**config.mk**
```make
export PLATFORM = sky130hd
export DESIGN_NAME = rr_mux8
export DESIGN_NICKNAME = d
export VERILOG_FILES = /design/src/rtl/mux_pkg.sv /design/src/rtl/rr_arbiter8.sv /design/src/rtl/rr_mux8.sv
export SDC_FILE = /design/constraint.sdc
export NUM_CORES = 1
export LEC_CHECK = 0
export CORE_UTILIZATION = 40
export CTS_CLUSTER_DIAMETER = 100
export CTS_CLUSTER_SIZE = 40
export DETAILED_ROUTE_END_ITERATION = 16
export PLACE_DENSITY_LB_ADDON = 0.08
export SLEW_MARGIN = 20
export SYNTH_ARGS = -nofsm -noshare
export SYNTH_HDL_FRONTEND = slang
export SYNTH_SLANG_ARGS = --single-unit
```
**constraint.sdc**
```tcl
create_clock -name clk -period 6.5 [get_ports clk]
set_input_delay 1.95 -clock clk [delete_from_list [all_inputs] [get_ports clk]]
set_output_delay 1.95 -clock clk [all_outputs]
set_load 0.02 [all_outputs]
```
**src/rtl/mux_pkg.sv**
```systemverilog
// Shared constants and helpers for the 8-channel gather path.
// The channel-index encoding matches the 1x8 demux so tags can route responses back.
package mux_pkg;
    localparam int NUM_CH = 8;
    localparam int SEL_W  = 3;

    function automatic logic [SEL_W-1:0] rr_next(input logic [SEL_W-1:0] p);
        return p + SEL_W'(1);
    endfunction
endpackage

```
**src/rtl/rr_arbiter8.sv**
```systemverilog
// Combinational rotating-priority arbiter: the first requester at or after ptr wins.
module rr_arbiter8
    import mux_pkg::*;
(
    input  logic [NUM_CH-1:0] req,
    input  logic [SEL_W-1:0]  ptr,
    input  logic              en,
    output logic [NUM_CH-1:0] gnt_onehot,
    output logic [SEL_W-1:0]  gnt_idx,
    output logic              gnt_any
);
    logic [SEL_W-1:0] idx;

    always_comb begin
        idx     = '0;
        gnt_idx = '0;
        gnt_any = 1'b0;
        // Walk from furthest to nearest so the nearest requester overwrites last.
        for (int k = NUM_CH - 1; k >= 0; k--) begin
            idx = ptr + SEL_W'(k);
            if (en && req[idx]) begin
                gnt_idx = idx;
                gnt_any = 1'b1;
            end
        end
        gnt_onehot = gnt_any ? (NUM_CH'(1) << gnt_idx) : '0;
    end
endmodule

```
**src/rtl/rr_mux8.sv**
```systemverilog
// Round-robin 8:1 collector with a single registered output stage tagged by source channel.
// The stage refills in the same cycle it drains, so full throughput needs no skid buffer.
module rr_mux8
    import mux_pkg::*;
#(
    parameter int WIDTH = 8
) (
    input  logic                    clk,
    input  logic                    rst,
    input  logic [NUM_CH-1:0]       in_valid,
    input  logic [NUM_CH*WIDTH-1:0] in_data,
    output logic [NUM_CH-1:0]       in_ready,
    output logic                    out_valid,
    output logic [WIDTH-1:0]        out_data,
    output logic [SEL_W-1:0]        out_sel,
    input  logic                    out_ready
);
    logic [SEL_W-1:0]             ptr;
    logic                         load;
    logic [NUM_CH-1:0]            gnt_onehot;
    logic [SEL_W-1:0]             gnt_idx;
    logic                         gnt_any;
    logic [NUM_CH-1:0][WIDTH-1:0] ch_data;

    assign load     = !out_valid || out_ready;
    assign ch_data  = in_data;
    assign in_ready = gnt_onehot;

    // Gating with rst keeps in_ready low during reset, so no beat is taken that cycle.
    rr_arbiter8 u_arb (
        .req        (in_valid),
        .ptr        (ptr),
        .en         (load && !rst),
        .gnt_onehot (gnt_onehot),
        .gnt_idx    (gnt_idx),
        .gnt_any    (gnt_any)
    );

    always_ff @(posedge clk) begin
        if (rst) begin
            out_valid <= 1'b0;
            out_data  <= '0;
            out_sel   <= '0;
            ptr       <= '0;
        end else if (load) begin
            if (gnt_any) begin
                out_valid <= 1'b1;
                out_data  <= ch_data[gnt_idx];
                out_sel   <= gnt_idx;
                ptr       <= rr_next(gnt_idx);
            end else begin
                out_valid <= 1'b0;
            end
        end
    end
endmodule

```
==> metrics.cfg <==
[global_route]
grt_max_degree = 30
grt_antenna_before_repair = 0
grt_pass1_vias = 2299
grt_remaining_overflow = 0
grt_usage_pct = 25.8
grt_pass1_wl_mm = 10.9

[cts]
cts_tree = built
numCtsBuffers = 3
ctsLongestPathBuffers = 2
htreeDepth = 1
clk_pin_slew_worst_paths_ns = 0.06
clk_root_buffer_cell = clkbuf_8
cts_num_sinks = 15
insertion_delay_ns = 0.25

[sta]
finalHoldViolCount = 0
rsz0062_at_grt = yes
drv_slew = 0
worst_slew_pin_slew_ns = 0.639
relSlewSlack_pct = 57.3
setup_violations = 0
finalCriticalPeriod_ns = 6.43
finalClockSkew_ns = 0.00509
whs_ns = 0.465
fmax_mhz = 155
fin_crit_sh_pct = 99.0

[placed_design]
place_area_um2 = 3360
numPortBuffers = 94
gp_congestion = 0.906
place_hpwl_mm = 5.51

[finish]
insertedDiodeCount = 0
nets = 443
syn_to_final_growth_pct = 66.0
fillers = 415
stdcell_area_um2 = 3410
drive_gt1_share_pct = 29.1

[pwr]
p_leak_nw = 1.45
p_per_area_nw_per_um2 = 441
ir_worst_vdd_mv = 0.391

[floorplanning]
dieWidth_um = 73.7
io-pin-count = 95
row_count = 25
coreArea_um2 = 4850
initial_utilization_pct = 42.4
fp.dieH_um = 73.7
die-area_um2 = 5430

[detailed_routing]
dr.max_layer_used = met4
drtIter0Drc = 149
final_antenna_net_count = 0
wl_met1_mm = 2.93
dr_wl_met2_mm = 3.46
dr.pass1.iters = 4
wire_per_inst_um = 16.3
via_count = 2415
route.met3.wl_um = 562
drt-total-wl_mm = 7.02
drc_errors = 0
viasPerCell = 5.60

[critical_path]
crit_top_cell = buf_4
crit_buf_inv = 4
r2r_cells = 13
regToRegEndpoint = out_data[3]
cpPeakStageDelay_ns = 0.53
arrival_ns = 4.48
reg2reg_setup_slack_ns = 2.22
cpLargestDelayFamily = multiplexers
reg2reg_from = ptr[0]
end_kind = output pin
worstSetupStartpointType = input pin
critPathKind = input pin to output pin
cp.required_ns = 4.55
cp_max_fo = 7
path_cells = dlygate4sd2_1 -> mux4_2 -> mux2_2 -> nand2_1 -> buf_4 -> o311ai_0 -> a31oi_1 -> a22oi_2 -> buf_4 -> nor2_1 -> ha_1 -> and2_1 -> buf_4
cp_slowest_cell = mux4_2

[synthesis]
syn_inst = 229
ys_seq_area_share_pct = 14.6
yosys.area.top_type_share_pct = 14.6
synthTopCellsByArea = dfxtp_1 15%, mux4_2 13%, mux2i_1 12%
ys_top_cells_by_count = 25 x mux2i_1, 24 x nand2_1, 22 x mux2_2
async_reset_ff_share_pct = 0
synth_cell_types = 51
syn_area_per_cell_um2 = 8.98
synth_edf_count = 0
ys_ff_latch = 15
synth_fp_nets = 307
synth.most_common_cell = mux2i_1
yosysTopAreaCell = dfxtp_1
synth_area_um2 = 2060
synth_top_flop_cell = dfxtp_1
yosysWarnings = 0

[hold_path]
holdCritStartpoint = out_sel[1]
min_path_cells = 2
whs_endpoint = out_sel[1]
hp-class = register to register

[outcome]
outcome = completed

[job]
maxCapViolCount = 0

-- report_power, final --
| group | total, mW | leakage (nW) | switching (mW) | internal, mW |
|---|---|---|---|---|
| Clock | 0.0778 | 0.0228 | 0.0344 | 0.0435 |
| Combinational | 1.26 | 1.31 | 0.609 | 0.655 |
| Sequential | 0.163 | 0.125 | 0.0292 | 0.134 |
| Total | 1.51 | 1.45 | 0.673 | 0.832 |
-- cell type report --
| cell class | count | area (um^2) | share of cell area (%) |
|---|---|---|---|
| multi-input cells | 190 | 1660 | 48.5 |
| repair buffers | 145 | 1290 | 37.9 |
| flip-flops and latches | 15 | 300 | 8.79 |
| well taps | 67 | 83.8 | 2.46 |
| clock buffers | 4 | 45.0 | 1.32 |
| inverters | 10 | 37.5 | 1.10 |
-- how the worst max path moves through the flow --
stage	startpoint	to	slack, ns	cells past startpoint
after CTS	in_valid[2]	in_ready[3]	0.03	12
after global placement	in_valid[4]	in_ready[7]	-0.47	12
final	in_valid[1]	in_ready[7]	0.07	13
after floorplan	in_valid[2]	in_ready[7]	0.23	10
after detailed placement	in_valid[6]	in_ready[2]	-0.50	8
after global routing	in_valid[3]	in_ready[7]	-0.03	13
-- worst min-delay path: stages (launching register included) --
cell and delay [ns]:
dfxtp_1 0.31, nand2_1 0.05, a21oi_1 0.06
-- state kept, by name (all words and copies together), names as in the netlist --
register,flops
out_data,8
out_sel,3
out_valid,1
ptr,3
-- routing by layer --
metal,GRT usage (%),vias up
met5,0,-
met4,4.91,0
met3,5.49,11
met2,42.7,103
met1,34.6,1148
li1,-,1153
-- logic make-up after synthesis --
logic type	count (synthesis)	synth area share [%]
AO/OA/AOI/OAI	57	20.7
XOR/XNOR	5	2.13
adder cells (fa/ha/maj)	3	1.83
buffers and inverters	24	5.90
flip-flops	15	14.6
multiplexers	61	39.9
AND/OR/NAND/NOR	64	15.0
-- cell usage in the layout (no fill, tap or decap), types with 4 or more instances in the layout --
master,synthesis,routed
a21oi_1,15,15
a22oi_1,6,6
and2_1,5,5
buf_4,3,52
clkbuf_2,0,4
clkdlybuf4s50_1,0,78
dfxtp_1,15,15
dlygate4sd2_1,0,8
inv_1,8,8
mux2_2,22,22
mux2i_1,25,23
mux4_2,12,14
nand2_1,24,24
nand3_1,7,7
nor2_1,13,13
nor3_1,4,4
o22a_1,7,7
-- per-stage QoR --
step / TNS [ns] / cells / worst slack, ns / total power [mW] / utilization [%]
2_1_floorplan: 0 / 229 / 0.229 / 0.962 / -
6_report: 0 / 431 / 0.0682 / 1.51 / 70.4
4_1_cts: 0 / 431 / 0.0318 / 1.50 / 70.4
3_3_place_gp: -3.44 / 424 / -0.469 / 1.38 / 69.3
5_1_grt: -0.0305 / 431 / -0.0305 / 1.61 / 70.4
3_5_place_dp: -3.69 / 424 / -0.504 / 1.39 / 69.3
-- timing repair --
item | CTS | global route
gates resized for setup | 28 | 14
pin swaps | 1 | 2
endpoints found under the hold margin | 0 | 0
hold buffers | 0 | 0
setup buffers | 3 | 0
setup endpoints to repair | 8 | 7
Note: power is estimated with default switching activity, not from simulation.
